[src/rtl/sdf_pkg.sv]
// Shared types and float helpers for the SDF scene combiner.
// Distances are 27-bit floats: sign[26], exp[25:18] (bias 127), mantissa[17:0].
// An exponent of 0 means zero, whatever the sign or mantissa bits hold.
package sdf_pkg;

   localparam int WIDTH = 27;

   typedef logic [WIDTH-1:0] sdf_word_t;

   typedef enum logic [1:0] {
      UNION     = 2'b00,
      INTERSECT = 2'b01,
      DIFF      = 2'b10,
      BYPASS    = 2'b11
   } sdf_op_t;

   function automatic logic f_is_zero(input sdf_word_t a);
      return (a[25:18] == 8'd0);
   endfunction

   // Maps a float onto an unsigned key with the same ordering. Zero of either
   // sign sits in the middle. Negatives go below it with their magnitude
   // inverted, so a larger magnitude gives a smaller key.
   function automatic sdf_word_t f_key(input sdf_word_t a);
      if (f_is_zero(a))
         return {1'b1, 26'd0};
      else if (a[26])
         return {1'b0, ~a[25:0]};
      else
         return {1'b1, a[25:0]};
   endfunction

   function automatic logic f_lt(input sdf_word_t a, input sdf_word_t b);
      return (f_key(a) < f_key(b));
   endfunction

   function automatic sdf_word_t f_neg(input sdf_word_t a);
      return {~a[26], a[25:0]};
   endfunction

   // On a tie both helpers return the first argument.
   function automatic sdf_word_t f_min(input sdf_word_t a, input sdf_word_t b);
      return f_lt(b, a) ? b : a;
   endfunction

   function automatic sdf_word_t f_max(input sdf_word_t a, input sdf_word_t b);
      return f_lt(a, b) ? b : a;
   endfunction

endpackage

[src/rtl/sdf_delay_line.sv]
// Fixed-depth register delay line for one data word and its valid bit.
// A depth of 0 is a plain wire.
// Ports: clk, reset (sync, active high), i_d/i_v in, o_d/o_v out DEPTH cycles later.
module sdf_delay_line #(
   parameter int WIDTH = 27,
   parameter int DEPTH = 1
) (
   input  logic             clk,
   input  logic             reset,
   input  logic [WIDTH-1:0] i_d,
   input  logic             i_v,
   output logic [WIDTH-1:0] o_d,
   output logic             o_v
);

   if (DEPTH == 0) begin : g_wire
      logic unused_clk_rst;
      assign unused_clk_rst = clk | reset;
      assign o_d = i_d;
      assign o_v = i_v;
   end else begin : g_regs
      logic [WIDTH-1:0] d_q [DEPTH];
      logic [DEPTH-1:0] v_q;

      always_ff @(posedge clk) begin
         if (reset) begin
            for (int i = 0; i < DEPTH; i++) d_q[i] <= '0;
            v_q <= '0;
         end else begin
            d_q[0] <= i_d;
            v_q[0] <= i_v;
            for (int i = 1; i < DEPTH; i++) begin
               d_q[i] <= d_q[i-1];
               v_q[i] <= v_q[i-1];
            end
         end
      end

      assign o_d = d_q[DEPTH-1];
      assign o_v = v_q[DEPTH-1];
   end

endmodule

[src/rtl/sdf_combine_n.sv]
// N-channel SDF scene combiner. Re-aligns channels whose primitive pipelines
// have different latencies, then folds them through a registered chain of
// runtime-selectable CSG operators.
// Ports:
//   clk, reset        clock, synchronous active-high reset
//   i_valid           point issued into the primitive pipelines this cycle
//   i_dist            channel k distance at [k*WIDTH +: WIDTH], valid LAT_k after i_valid
//   cfg_we, cfg_ops   operator register write; stage j op at [2j +: 2]
//   o_dist, o_id      combined distance and the channel that produced it
//   o_valid           o_dist/o_id valid, LAT_MAX+NUM_SDF-1 cycles after i_valid
module sdf_combine_n #(
   parameter int WIDTH   = 27,
   parameter int NUM_SDF = 4,
   parameter int LAT_W   = 5,
   parameter logic [NUM_SDF*LAT_W-1:0] SDF_LAT = {NUM_SDF{LAT_W'(16)}},
   parameter int LAT_MAX = 16,
   localparam int ID_W   = $clog2(NUM_SDF),
   localparam int OPS_W  = 2*(NUM_SDF-1)
) (
   input  logic                     clk,
   input  logic                     reset,
   input  logic                     i_valid,
   input  logic [NUM_SDF*WIDTH-1:0] i_dist,
   input  logic                     cfg_we,
   input  logic [OPS_W-1:0]         cfg_ops,
   output logic [WIDTH-1:0]         o_dist,
   output logic [ID_W-1:0]          o_id,
   output logic                     o_valid
);

   import sdf_pkg::*;

   localparam int NST = NUM_SDF - 1;

   function automatic int f_lat(input int k);
      return int'(SDF_LAT[k*LAT_W +: LAT_W]);
   endfunction

   function automatic int f_lat_max();
      int m;
      m = 0;
      for (int k = 0; k < NUM_SDF; k++)
         if (f_lat(k) > m) m = f_lat(k);
      return m;
   endfunction

   localparam int LAT_SEEN = f_lat_max();

   if (LAT_SEEN != LAT_MAX) begin : g_bad_lat
      $error("sdf_combine_n: LAT_MAX must equal the largest SDF_LAT field");
   end
   if (WIDTH != sdf_pkg::WIDTH) begin : g_bad_width
      $error("sdf_combine_n: WIDTH must match the 27-bit float format");
   end
   if (NUM_SDF < 2 || NUM_SDF > 8) begin : g_bad_num
      $error("sdf_combine_n: NUM_SDF must be 2..8");
   end

   // Alignment. Channel k>0 is consumed by fold stage k, which sees a sample
   // k-1 cycles after channel 0 is taken, so those channels carry k-1 extra
   // cycles of skew on top of the LAT_MAX - LAT_k alignment.
   logic [WIDTH-1:0]   ch_d [NUM_SDF];
   logic [NUM_SDF-1:0] ch_v_unused;
   logic               v0;
   logic               v0_d_unused;

   for (genvar k = 0; k < NUM_SDF; k++) begin : g_ch
      localparam int DEPTH = LAT_MAX - f_lat(k) + ((k == 0) ? 0 : k - 1);
      sdf_delay_line #(.WIDTH(WIDTH), .DEPTH(DEPTH)) u_dly (
         .clk   (clk),
         .reset (reset),
         .i_d   (i_dist[k*WIDTH +: WIDTH]),
         .i_v   (1'b0),
         .o_d   (ch_d[k]),
         .o_v   (ch_v_unused[k])
      );
   end

   sdf_delay_line #(.WIDTH(1), .DEPTH(LAT_MAX)) u_vdly (
      .clk   (clk),
      .reset (reset),
      .i_d   (1'b0),
      .i_v   (i_valid),
      .o_d   (v0_d_unused),
      .o_v   (v0)
   );

   logic [OPS_W-1:0] ops_q;

   always_ff @(posedge clk) begin
      if (reset)       ops_q <= '0;
      else if (cfg_we) ops_q <= cfg_ops;
   end

   // Stage 0 is channel 0 itself with id 0; the op register is snapshotted
   // when v0 enters the first registered stage and rides along with the sample.
   logic [WIDTH-1:0] in_d   [NST];
   logic [ID_W-1:0]  in_id  [NST];
   logic             in_v   [NST];
   logic [OPS_W-1:0] in_ops [NST];
   logic [WIDTH-1:0] nx_d   [NST];
   logic [ID_W-1:0]  nx_id  [NST];
   logic [WIDTH-1:0] st_d   [NST];
   logic [ID_W-1:0]  st_id  [NST];
   logic             st_v   [NST];
   logic [OPS_W-1:0] st_ops [NST];

   always_comb begin
      in_d[0]   = ch_d[0];
      in_id[0]  = '0;
      in_v[0]   = v0;
      in_ops[0] = ops_q;
      for (int s = 1; s < NST; s++) begin
         in_d[s]   = st_d[s-1];
         in_id[s]  = st_id[s-1];
         in_v[s]   = st_v[s-1];
         in_ops[s] = st_ops[s-1];
      end
      for (int s = 0; s < NST; s++) begin
         sdf_op_t   op;
         sdf_word_t b;
         sdf_word_t nb;
         op       = sdf_op_t'(in_ops[s][2*s +: 2]);
         b        = ch_d[s+1];
         nb       = f_neg(b);
         nx_d[s]  = in_d[s];
         nx_id[s] = in_id[s];
         case (op)
            UNION: begin
               if (f_lt(b, in_d[s])) begin
                  nx_d[s]  = b;
                  nx_id[s] = ID_W'(s + 1);
               end
            end
            INTERSECT: begin
               if (f_lt(in_d[s], b)) begin
                  nx_d[s]  = b;
                  nx_id[s] = ID_W'(s + 1);
               end
            end
            DIFF: begin
               if (f_lt(in_d[s], nb)) begin
                  nx_d[s]  = nb;
                  nx_id[s] = ID_W'(s + 1);
               end
            end
            default: ;
         endcase
      end
   end

   // Data only loads with a valid sample so the output holds between results.
   always_ff @(posedge clk) begin
      if (reset) begin
         for (int s = 0; s < NST; s++) begin
            st_v[s]   <= 1'b0;
            st_d[s]   <= '0;
            st_id[s]  <= '0;
            st_ops[s] <= '0;
         end
      end else begin
         for (int s = 0; s < NST; s++) begin
            st_v[s] <= in_v[s];
            if (in_v[s]) begin
               st_d[s]   <= nx_d[s];
               st_id[s]  <= nx_id[s];
               st_ops[s] <= in_ops[s];
            end
         end
      end
   end

   assign o_dist  = st_d[NST-1];
   assign o_id    = st_id[NST-1];
   assign o_valid = st_v[NST-1];

endmodule

[config.mk]
export PLATFORM = sky130hd
export DESIGN_NAME = sdf_combine_n
export DESIGN_NICKNAME = d
export VERILOG_FILES = /design/src/rtl/sdf_pkg.sv /design/src/rtl/sdf_delay_line.sv /design/src/rtl/sdf_combine_n.sv
export SDC_FILE = /design/constraint.sdc
export NUM_CORES = 1
export LEC_CHECK = 0
export BUFFER_PORTS_ARGS = -buffer_cell sky130_fd_sc_hd__buf_2
export CORE_UTILIZATION = 59
export CTS_CLUSTER_SIZE = 10
export DETAILED_ROUTE_END_ITERATION = 8
export PLACE_DENSITY = 0.79
export SETUP_SLACK_MARGIN = 0.15
export SYNTH_ARGS = -nofsm -noshare
export SYNTH_HDL_FRONTEND = slang
export SYNTH_SLANG_ARGS = --single-unit
export TNS_END_PERCENT = 100
[constraint.sdc]
create_clock -name clk -period 11.1 [get_ports clk]
set_input_delay 1.665 -clock clk [delete_from_list [all_inputs] [get_ports clk]]
set_output_delay 1.665 -clock clk [all_outputs]
set_load 0.02 [all_outputs]
## Word-level counts from Yosys, hierarchy flattened

Memories as Yosys holds them, arrays and structs flattened.
Cells that the tools add are included.
Widths: inputs -> output; s select.

| word-level totals | value |
|---|---|
| register bits | 22 |
| bits in writable memories | 189 |
| input bits | 118 |
| output and inout port bits | 30 |
| memories | 6 |

| operators by class | value |
|---|---|
| magnitude comparators | 9 |
| equal/unequal tests | 6 |
| multiplexer cells | 88 |
| bitwise operators | 23 |
| reductions and logical operators | 10 |

Memories:

| name | words | bits a word | read ports | clocked after memory_dff | write ports | RTL line | source |
|---|---|---|---|---|---|---|---|
| st_d | 3 | 27 | 3 | 0 | 3 | sdf_combine_n.sv:103 | `logic [WIDTH-1:0] st_d [NST];` |
| g_ch[3].u_dly.g_regs.d_q | 2 | 27 | 2 | 0 | 2 | sdf_delay_line.sv:22 | `logic [WIDTH-1:0] d_q [DEPTH];` |
| g_ch[2].u_dly.g_regs.d_q | 1 | 27 | 1 | 0 | 1 | sdf_delay_line.sv:22 |  |
| st_ops | 3 | 6 | 2 | 0 | 3 | sdf_combine_n.sv:106 | `logic [OPS_W-1:0] st_ops [NST];` |
| st_id | 3 | 2 | 3 | 0 | 3 | sdf_combine_n.sv:104 | `logic [ID_W-1:0] st_id [NST];` |
| st_v | 3 | 1 | 3 | 0 | 3 | sdf_combine_n.sv:105 | `logic st_v [NST];` |

Operator list:

| kind | number |
|---|---|
| $mux 27 | 51 |
| $lt 27x27->1 | 9 |
| $pmux 27 s3 | 3 |
| $not 26->26 | 6 |
| $logic_not 8->1 | 6 |
| $reduce_or 27->1 | 1 |
| $mux 1 | 19 |
| $mux 2 | 9 |
| $mux 6 | 3 |
| $or 1x1->1 | 14 |
| $pmux 2 s3 | 2 |
| $eq 2x1->1 const B | 3 |
| $eq 2x2->1 const B | 3 |
| $logic_not 2->1 | 3 |
| $not 1->1 | 3 |
| $pmux 1 s3 | 1 |

## Depth between registers and ports, before layout

Gate-level depths: netlist of the first run.
An unclocked memory read counts as a cell.

| logic depth | value |
|---|---|
| depth after elaboration | 9 |
| gate-level depth with buffers | 16 |
| mapped depth without buffers | 13 |

## Hierarchy

A second synthesis of the first run with hierarchy kept.

| second synthesis, totals | value |
|---|---|
| cell total of the unflattened synthesis | 1902 |
| area, all modules | 16863.7 um^2 |

Modules (own cells, without submodules):

| module | times used | cells each | area each (um^2) | sequential area each (um^2) |
|---|---|---|---|---|
| sdf_combine_n | 1 | 1576 | 12988.7 | 2942.8 |
| sdf_delay_line at g_ch[3].u_dly | 1 | 145 | 1813.0 | 1121.1 |
| sdf_delay_line at u_vdly | 1 | 67 | 863.3 | 640.6 |
| sdf_delay_line at g_ch[2].u_dly | 1 | 58 | 778.2 | 560.5 |
| sdf_delay_line at g_ch[0].u_dly ... | 2 | 28 | 210.2 | 0.0 |

## Worst setup path after synthesis of the first run

OpenSTA, ideal clock, no wires.

| timing path | value |
|---|---|
| path kind | input to register |
| start point | in i_dist[53] |
| end point | mem st_id[0][0] (netlist name), data pin |
| arrival time | 4.947 ns |
| data required time | 10.831 ns |
| slack | 5.884 ns |
| cell stages on the path | 13 |
| path buffers | 4 |
| cell sequence | buf_2 -> buf_1 -> xnor2_1 -> or2_2 -> ha_1 -> nand4_1 -> or3_1 -> or4b_1 -> a31oi_1 -> o22a_1 -> buf_2 -> buf_2 -> a21oi_1 |

RTL lines:

| what | RTL line | source |
|---|---|---|
| start: declaration | sdf_combine_n.sv:23 | `input logic [NUM_SDF*WIDTH-1:0] i_dist,` |
| end: declaration | sdf_combine_n.sv:104 |  |

==> flow_metrics.tcl, run 1 <==
set metrics [dict create \
    synthesis.area_per_instance_sq_um 8.82 \
    cts.repair.resized 0 \
    final_hold_viol_count 0 \
    antenna_found_initial 2 \
    net_sw_power_w 0.000751 \
    maximum_capacitance_violations 0 \
    area_of_the_die_sq_mm 0.0282 \
    critical_path.top_delay_family "simple AND/OR/NAND/NOR gates" \
    avgViaCountPerCell 6.14 \
    syn_inst 1842 \
    min_path_type "flop to flop" \
    powerDensity_mw_per_mm2 119 \
    final.hold.worst_slack_ns 0.437 \
    groute.layer.met2.usage_pct 52.4 \
    worstPathCellList "buf_2 -> nor4_2 -> nand2_1 -> and2_1 -> ha_1 -> nand4_1 -> or3_1 -> or4b_1 -> a31oi_1 -> o22a_1 -> a211oi_1 -> a211oi_1" \
    cp_common_cell "sky130_fd_sc_hd__a211oi_1" \
    die_width_microns 168 \
    worst_setup_skew_after_layout_ns 0.0175 \
    numCtsBuffers 17 \
    period_share_pct 55.0 \
    maxSlewHeadroom_pct 23.7 \
    run_status "finished, final reports clean" \
    power.clock.fraction_pct 32.2 \
    ctsRootBufferMaster "sky130_fd_sc_hd__clkbuf_16" \
    floorplan.core_area_sq_mm 0.0270 \
    routed_wirelength_microns 44800 \
    synth_common_cells "sky130_fd_sc_hd__ha_1, sky130_fd_sc_hd__a21oi_1, sky130_fd_sc_hd__inv_1" \
    antenna_violating_nets_post_route 0 \
    combinational_group_share_of_total_power_pct 28.9 \
    setup.worst_path.class "input pin to flop" \
    buffer_ports.inserted 147 \
    finalSetupViolations 0 \
    leak_pwr_nw 8.26 \
    post-cts-setup-buffers 0 \
    row_count 60 \
    grt_pass1_vias 13200 \
    grt_start_max_net_pins 85 \
    path_clk_slew_ns 0.09 \
    switching_share_pct 35.7 \
    clock.fmax_mhz 164 \
    postSynth.asyncResetShare_pct 0 \
    synth.yosys.seq_area_share_pct 30.1 \
    tritoncts "built" \
    synth_most_common_cell "sky130_fd_sc_hd__ha_1" \
    start_util_pct 60.3 \
    rsz0062_at_grt "false" \
    crit_arrival_ns 6.41 \
    cts_hold_buffers 0 \
    insertion_delay_of_the_later_clocked_pin_in_the_worst_skew_pair_ns 0.47 \
    floorplan.die.height_microns 168 \
    crit_path_end_kind "flop" \
    globalRouteOverflowTotal 0 \
    htree_num_levels 4 \
    timing.final.max_slew_violations 0 \
    route.vias.total 14000 \
    grt.total_usage_pct 31.9 \
    ios 148 \
    first_iter_violations 1279 \
    crit_required_ns 11.40 \
    synth_area_leaders "sky130_fd_sc_hd__edfxtp_1, sky130_fd_sc_hd__ha_1, sky130_fd_sc_hd__dfxtp_1" \
    max-clock-path-buffers 2 \
    fin_setup_tns_ns 0 \
    use_met1_pct 41.2 \
    wire_per_inst_microns 19.6 \
    synthDominantAreaCellType "sky130_fd_sc_hd__edfxtp_1" \
    detail_route.drc_violations 0 \
    postSynthNetCount 2176 \
    sequentialPowerShare_pct 38.9 \
    mappedNetlistArea_sq_mm 0.0162 \
    final_nets 2261 \
    gp_congestion 1.00 \
    clock_sinks 198 \
    detailedRoute.firstPassIterationCount 6 \
    synth_top_cell_area_share_pct 17.0 \
    ys_types 85 \
    cp_num_buf_inv 1 \
    power_report.internal_total_w 0.00135 \
    power.ir.vdd_worst_uv 110 \
    final_critical_path_time_including_i_o_delays_and_setup_ns 6.10 \
    fill_cells 2173 \
    most_used_dff_post_synth "sky130_fd_sc_hd__dfxtp_1" \
    layout-drive-gt1-share_pct 15.6 \
    crit_fanout 28 \
    yosys_warnings 0 \
    yosys_register_bits 198 \
    worstMarginPinSlew_ns 1.14 \
    number_of_synthesized_flops_with_an_enable_pin 92 \
    timing.critical_path.from_type "input pin" \
    grt-busiest-layer "met2" \
    areaGrowthSynthToFinish_pct 9.13 \
    first_pass_grt_wire_length_microns 70100 \
    cp_slowest_stage_delay_ns 0.85 \
    critical_path.slowest_cell "sky130_fd_sc_hd__o22a_1" \
    grt_util_met3_pct 5.64 \
    hpwlAfterDp_microns 33800 \
]
## kinds of logic after synthesis
group / after synthesis / share of synthesized area, %
xor+xnor: 165 / 8.90
fa+ha+maj: 223 / 17.1
mux: 8 / 0.493
simple gates: 560 / 18.7
compound gates: 443 / 18.6
flops: 198 / 30.1
buf+inv: 245 / 6.24
## metrics by stage
stage	setup slack, ns	power [W]	instances	cell area, sq um	utilization, %
6_report	5.00	0.00210	2282	17700	65.8
5_1_grt	4.75	0.00221	2281	17700	65.8
4_1_cts	5.05	0.00210	2281	17700	65.8
3_5_place_dp	4.55	0.00143	2249	17100	63.3
3_3_place_gp	4.67	0.00141	2249	17100	63.3
2_1_floorplan	5.88	0.00127	1842	16200	-
## per-layer routing
| layer | wire, microns | share of wire, % |
|---|---|---|
| met4 | 1640 | 3.6 |
| met2 | 20800 | 46 |
| met1 | 18700 | 42 |
| met5 | 31 | 0.069 |
| met3 | 3690 | 8.2 |
## layout by cell type (no fill, tap or decap), drive strengths merged, types with 7 or more instances in the layout
master	count
ha	216
buf	161
inv	158
a21oi	153
nand2	141
nor2b	106
dfxtp	106
o21ai	93
edfxtp	92
xnor2	86
xor2	79
nand3	71
nor2	57
or2	54
and2	49
a21o	41
a221oi	34
a211oi	34
a22oi	23
clkbuf	17
nor3	16
nor4	15
nand4	13
and3	12
or4	10
mux2i	8
maj3	7
a31oi	7
clkinv	7
## area by class of cell
class	instances	area (sq um)	share of cell area, %
timing repair buffer	161	843	4.76
antenna	1	2.50	0.0141
clock inverter	15	228	1.28
inverter	150	563	3.18
sequential	198	4880	27.6
multi-input combinational	1399	10400	58.4
tap	341	427	2.41
clock buffer	17	425	2.40
## sequential cells by signal (all words and copies together) (netlist names)
name / flops
st_d: 81
u_vdly.g_regs.v_q: 16
st_ops: 6
ops_q: 6
g_ch.u_dly.g_regs.d_q: 81
st_id: 5
st_v: 3
## power by group through the flow
stage / combinational, W / sequential [W] / clock [W]
final: 0.000608 / 0.000819 / 0.000676
after global placement: 0.000572 / 0.000834 / 0
after CTS: 0.000600 / 0.000817 / 0.000683
after floorplan: 0.000444 / 0.000825 / 0
after detailed placement: 0.000593 / 0.000834 / 0
after global routing: 0.000677 / 0.000820 / 0.000712
## path summary, 6_finish.rpt
kind	to	cells past startpoint	startpoint	slack [ns]
hold reg to reg	g_ch[3].u_dly.g_regs.d_q[0][29]$_SDFF_PP0_	1	g_ch[3].u_dly.g_regs.d_q[0][2]$_SDFF_PP0_	0.44
setup reg to reg	st_d[0][67]$_SDFFCE_PP0P_	11	st_d[0][45]$_SDFFCE_PP0P_	5.06
setup / recovery	st_d[0][26]$_SDFFCE_PP0P_	12	i_dist[21]	5.00
hold / removal	g_ch[3].u_dly.g_regs.d_q[0][29]$_SDFF_PP0_	1	g_ch[3].u_dly.g_regs.d_q[0][2]$_SDFF_PP0_	0.44
No activity file was read; power rests on OpenSTA's default activity.
==> inputs of run 2 (changes only) <==
--- a/config.mk
+++ b/config.mk
@@ -5,6 +5,7 @@
 export SDC_FILE = /design/constraint.sdc
 export NUM_CORES = 1
 export LEC_CHECK = 0
+export ABC_AREA = 1
 export BUFFER_PORTS_ARGS = -buffer_cell sky130_fd_sc_hd__buf_2
 export CORE_UTILIZATION = 59
 export CTS_CLUSTER_SIZE = 10
==> constraint.sdc (replaced) <==
create_clock -name clk -period 5.9 [get_ports clk]
set_input_delay 0.885 -clock clk [delete_from_list [all_inputs] [get_ports clk]]
set_output_delay 0.885 -clock clk [all_outputs]
set_load 0.02 [all_outputs]
==> run 2 against run 1 <==
Against the previous run: register-to-register slack worse by 3.9 ns; die area grew 17%; largest power group unchanged; critical path type unchanged; clock skew increased by 0.00064 ns; wire length grew 31%.
==> flow_metrics.tcl, run 2 <==
set metrics [dict create \
    layout_commonest_cell "sky130_fd_sc_hd__nand2_1" \
    largestRegisters "g_ch.u_dly.g_regs.d_q (81), st_d (81), u_vdly.g_regs.v_q (16)" \
    areaGrowthSynthToFinish_pct 7.68 \
    multiInputGateArea_sq_mm 0.0117 \
    most_used_dff_post_synth "sky130_fd_sc_hd__dfxtp_1" \
    synth_common_cells "sky130_fd_sc_hd__nand2_1, sky130_fd_sc_hd__inv_1, sky130_fd_sc_hd__nor2_1" \
    final_critical_path_time_including_i_o_delays_and_setup_ns 4.87 \
    final_nets 3325 \
    seq_area_sq_mm 0.00488 \
    path_clk_slew_ns 0.09 \
    grt_pass1_vias 18500 \
    placed_cell_area_sq_mm 0.0199 \
    number_of_synthesized_flops_with_an_enable_pin 92 \
    start_util_pct 60.3 \
    powerDensity_mw_per_mm2 205 \
    layout-drive-gt1-share_pct 9.42 \
    crit_path_end_kind "flop" \
    grt_util_met3_pct 6.50 \
    synth_area_leaders "sky130_fd_sc_hd__edfxtp_1, sky130_fd_sc_hd__ha_1, sky130_fd_sc_hd__nand2_1" \
    period_share_pct 82.5 \
    instances_no_fill 3406 \
    synthesis.area_per_instance_sq_um 6.52 \
    antenna_violating_nets_post_route 0 \
    power.ir.vdd_worst_uv 216 \
    finalSetupViolations 0 \
    worst_setup_skew_after_layout_ns 0.0182 \
    grt.total_usage_pct 35.7 \
    insertion_delay_of_the_later_clocked_pin_in_the_worst_skew_pair_ns 0.46 \
    routed_wirelength_microns 58800 \
    avgViaCountPerCell 5.77 \
    use_met1_pct 44.3 \
    crit_fanout 24 \
    detail_route.drc_violations 0 \
    ctsRootBufferMaster "sky130_fd_sc_hd__clkbuf_16" \
    yosys_warnings 0 \
    layout_common_cells "sky130_fd_sc_hd__nand2_1, sky130_fd_sc_hd__inv_1, sky130_fd_sc_hd__nor2_1" \
    maximum_capacitance_violations 0 \
    crit_arrival_ns 5.07 \
    synth.yosys.seq_area_share_pct 25.6 \
    groute.layer.met2.usage_pct 60.0 \
    yosys_register_bits 198 \
    final_hold_viol_count 0 \
    detailedRoute.firstPassIterationCount 6 \
    synthDominantAreaCellType "sky130_fd_sc_hd__edfxtp_1" \
    rsz0062_at_grt "false" \
    leak_pwr_nw 11.0 \
    grt_start_max_net_pins 71 \
    grt-busiest-layer "met2" \
    ys_types 49 \
    min_path_type "flop to flop" \
    postSynth.asyncResetShare_pct 0 \
    mappedNetlistArea_sq_mm 0.0191 \
    buffer_ports.inserted 147 \
    timing.critical_path.from_type "input pin" \
    setup.worst_path.class "input pin to flop" \
    antenna_found_initial 0 \
    cts.repair.resized 0 \
    ios 148 \
    syn_inst 2924 \
    clock.fmax_mhz 205 \
    row_count 65 \
    synth_most_common_cell "sky130_fd_sc_hd__nand2_1" \
    placed_cells_incl_taps 3374 \
    fin_setup_tns_ns 0 \
    antenna-diode-count 0 \
    run_status "finished, final reports clean" \
    gp_congestion 0.987 \
    floorplan.die.height_microns 182 \
    crit_required_ns 6.10 \
    clock_sinks 198 \
    first_pass_grt_wire_length_microns 93900 \
    maxSlewHeadroom_pct 38.0 \
    max-clock-path-buffers 2 \
    area_of_the_die_sq_mm 0.0330 \
    first_iter_violations 2238 \
    postSynthNetCount 3258 \
    hpwlAfterDp_microns 43300 \
    globalRouteOverflowTotal 0 \
    synth_top_cell_area_share_pct 14.5 \
    worstMarginPinSlew_ns 0.929 \
    numCtsBuffers 17 \
    wire_per_inst_microns 17.2 \
    fill_cells 2890 \
    die_width_microns 182 \
    floorplan.core_area_sq_mm 0.0316 \
    route.vias.total 19600 \
    final_design_area_no_fill_sq_mm 0.0205 \
    htree_num_levels 4 \
    tritoncts "built" \
    cts_hold_buffers 0 \
    post-cts-setup-buffers 0 \
    timing.final.max_slew_violations 0 \
]
## run 2: cell count changes after synthesis, sizes merged, moves of 34 or more
cell | before | now
nand4 | 13 | 131
nor2b | 106 | 0
xor2 | 79 | 42
nor2 | 57 | 398
a221oi | 34 | 0
nand2 | 141 | 689
nand3 | 71 | 232
or2 | 54 | 5
xnor2 | 86 | 47
inv | 150 | 495
and2 | 49 | 0
## run 2: stage by stage
stage	util (%)	total power (W)	worst slack [ns]	hold slack, ns
floorplan	-	0.00264	2.15	0.388
global placement	63.0	0.00296	0.778	0.389
detailed placement	63.0	0.00301	0.724	0.393
CTS	64.9	0.00419	1.20	0.395
global route	64.9	0.00446	0.801	0.402
finish	64.9	0.00420	1.03	0.390
## run 2: worst paths after layout
kind / from / to / slack [ns] / depth (start not counted)
min reg2reg: g_ch[3].u_dly.g_regs.d_q[0][13]$_SDFF_PP0_ / g_ch[3].u_dly.g_regs.d_q[0][40]$_SDFF_PP0_ / 0.39 / 2
max: i_dist[26] / st_d[0][20]$_SDFFCE_PP0P_ / 1.03 / 17
max reg2reg: g_ch[3].u_dly.g_regs.d_q[0][51]$_SDFF_PP0_ / st_d[0][66]$_SDFFCE_PP0P_ / 1.16 / 16
min: g_ch[3].u_dly.g_regs.d_q[0][13]$_SDFF_PP0_ / g_ch[3].u_dly.g_regs.d_q[0][40]$_SDFF_PP0_ / 0.39 / 2
## run 2: layer usage
metal	routed length (microns)	vias up
met3	5210	200
met5	0	-
met1	23800	9032
met4	2670	0
met2	27100	995
li1	-	9420
## run 2: worst max-delay path, cell delays in order
cell                      delay, ns
sky130_fd_sc_hd__buf_2         0.10
sky130_fd_sc_hd__inv_1         0.67
sky130_fd_sc_hd__nand2_1       0.11
sky130_fd_sc_hd__a21oi_1       0.30
sky130_fd_sc_hd__inv_1         0.08
sky130_fd_sc_hd__ha_1          0.28
sky130_fd_sc_hd__nand2_1       0.07
sky130_fd_sc_hd__inv_1         0.08
sky130_fd_sc_hd__nand2_1       0.05
sky130_fd_sc_hd__nor2_1        0.11
sky130_fd_sc_hd__nand3_1       0.15
sky130_fd_sc_hd__nor4_1        0.80
sky130_fd_sc_hd__nand2_2       0.44
sky130_fd_sc_hd__nand3_2       0.35
sky130_fd_sc_hd__nand3_1       0.34
sky130_fd_sc_hd__nand2_1       0.16
sky130_fd_sc_hd__a21oi_1       0.07
## run 2: layout make-up
type	instances	area share [%]
Multi-Input combinational cell	2095	56.9
Sequential cell	198	23.8
Inverter	498	9.10
Timing Repair Buffer	181	4.84
Tap cell	402	2.45
Clock buffer	21	2.40
Clock inverter	11	0.494
## run 2: where the power goes
group	leakage [nW]	switching [W]	internal, W
sequential	1.83	0.0000479	0.00149
clock	0.297	0.000569	0.000619
combinational	8.91	0.000962	0.000519
## run 2: logic make-up (layout without fill, tap and decap cells)
group | Yosys count | in the layout | synth area share, %
XOR/XNOR | 89 | 89 | 4.17
flip-flops | 198 | 198 | 25.6
AND/OR/NAND/NOR | 1464 | 1464 | 33.5
buffers and inverters | 631 | 711 | 13.2
adder cells (fa/ha/maj) | 216 | 216 | 14.2
AO/OA/AOI/OAI | 326 | 326 | 9.44
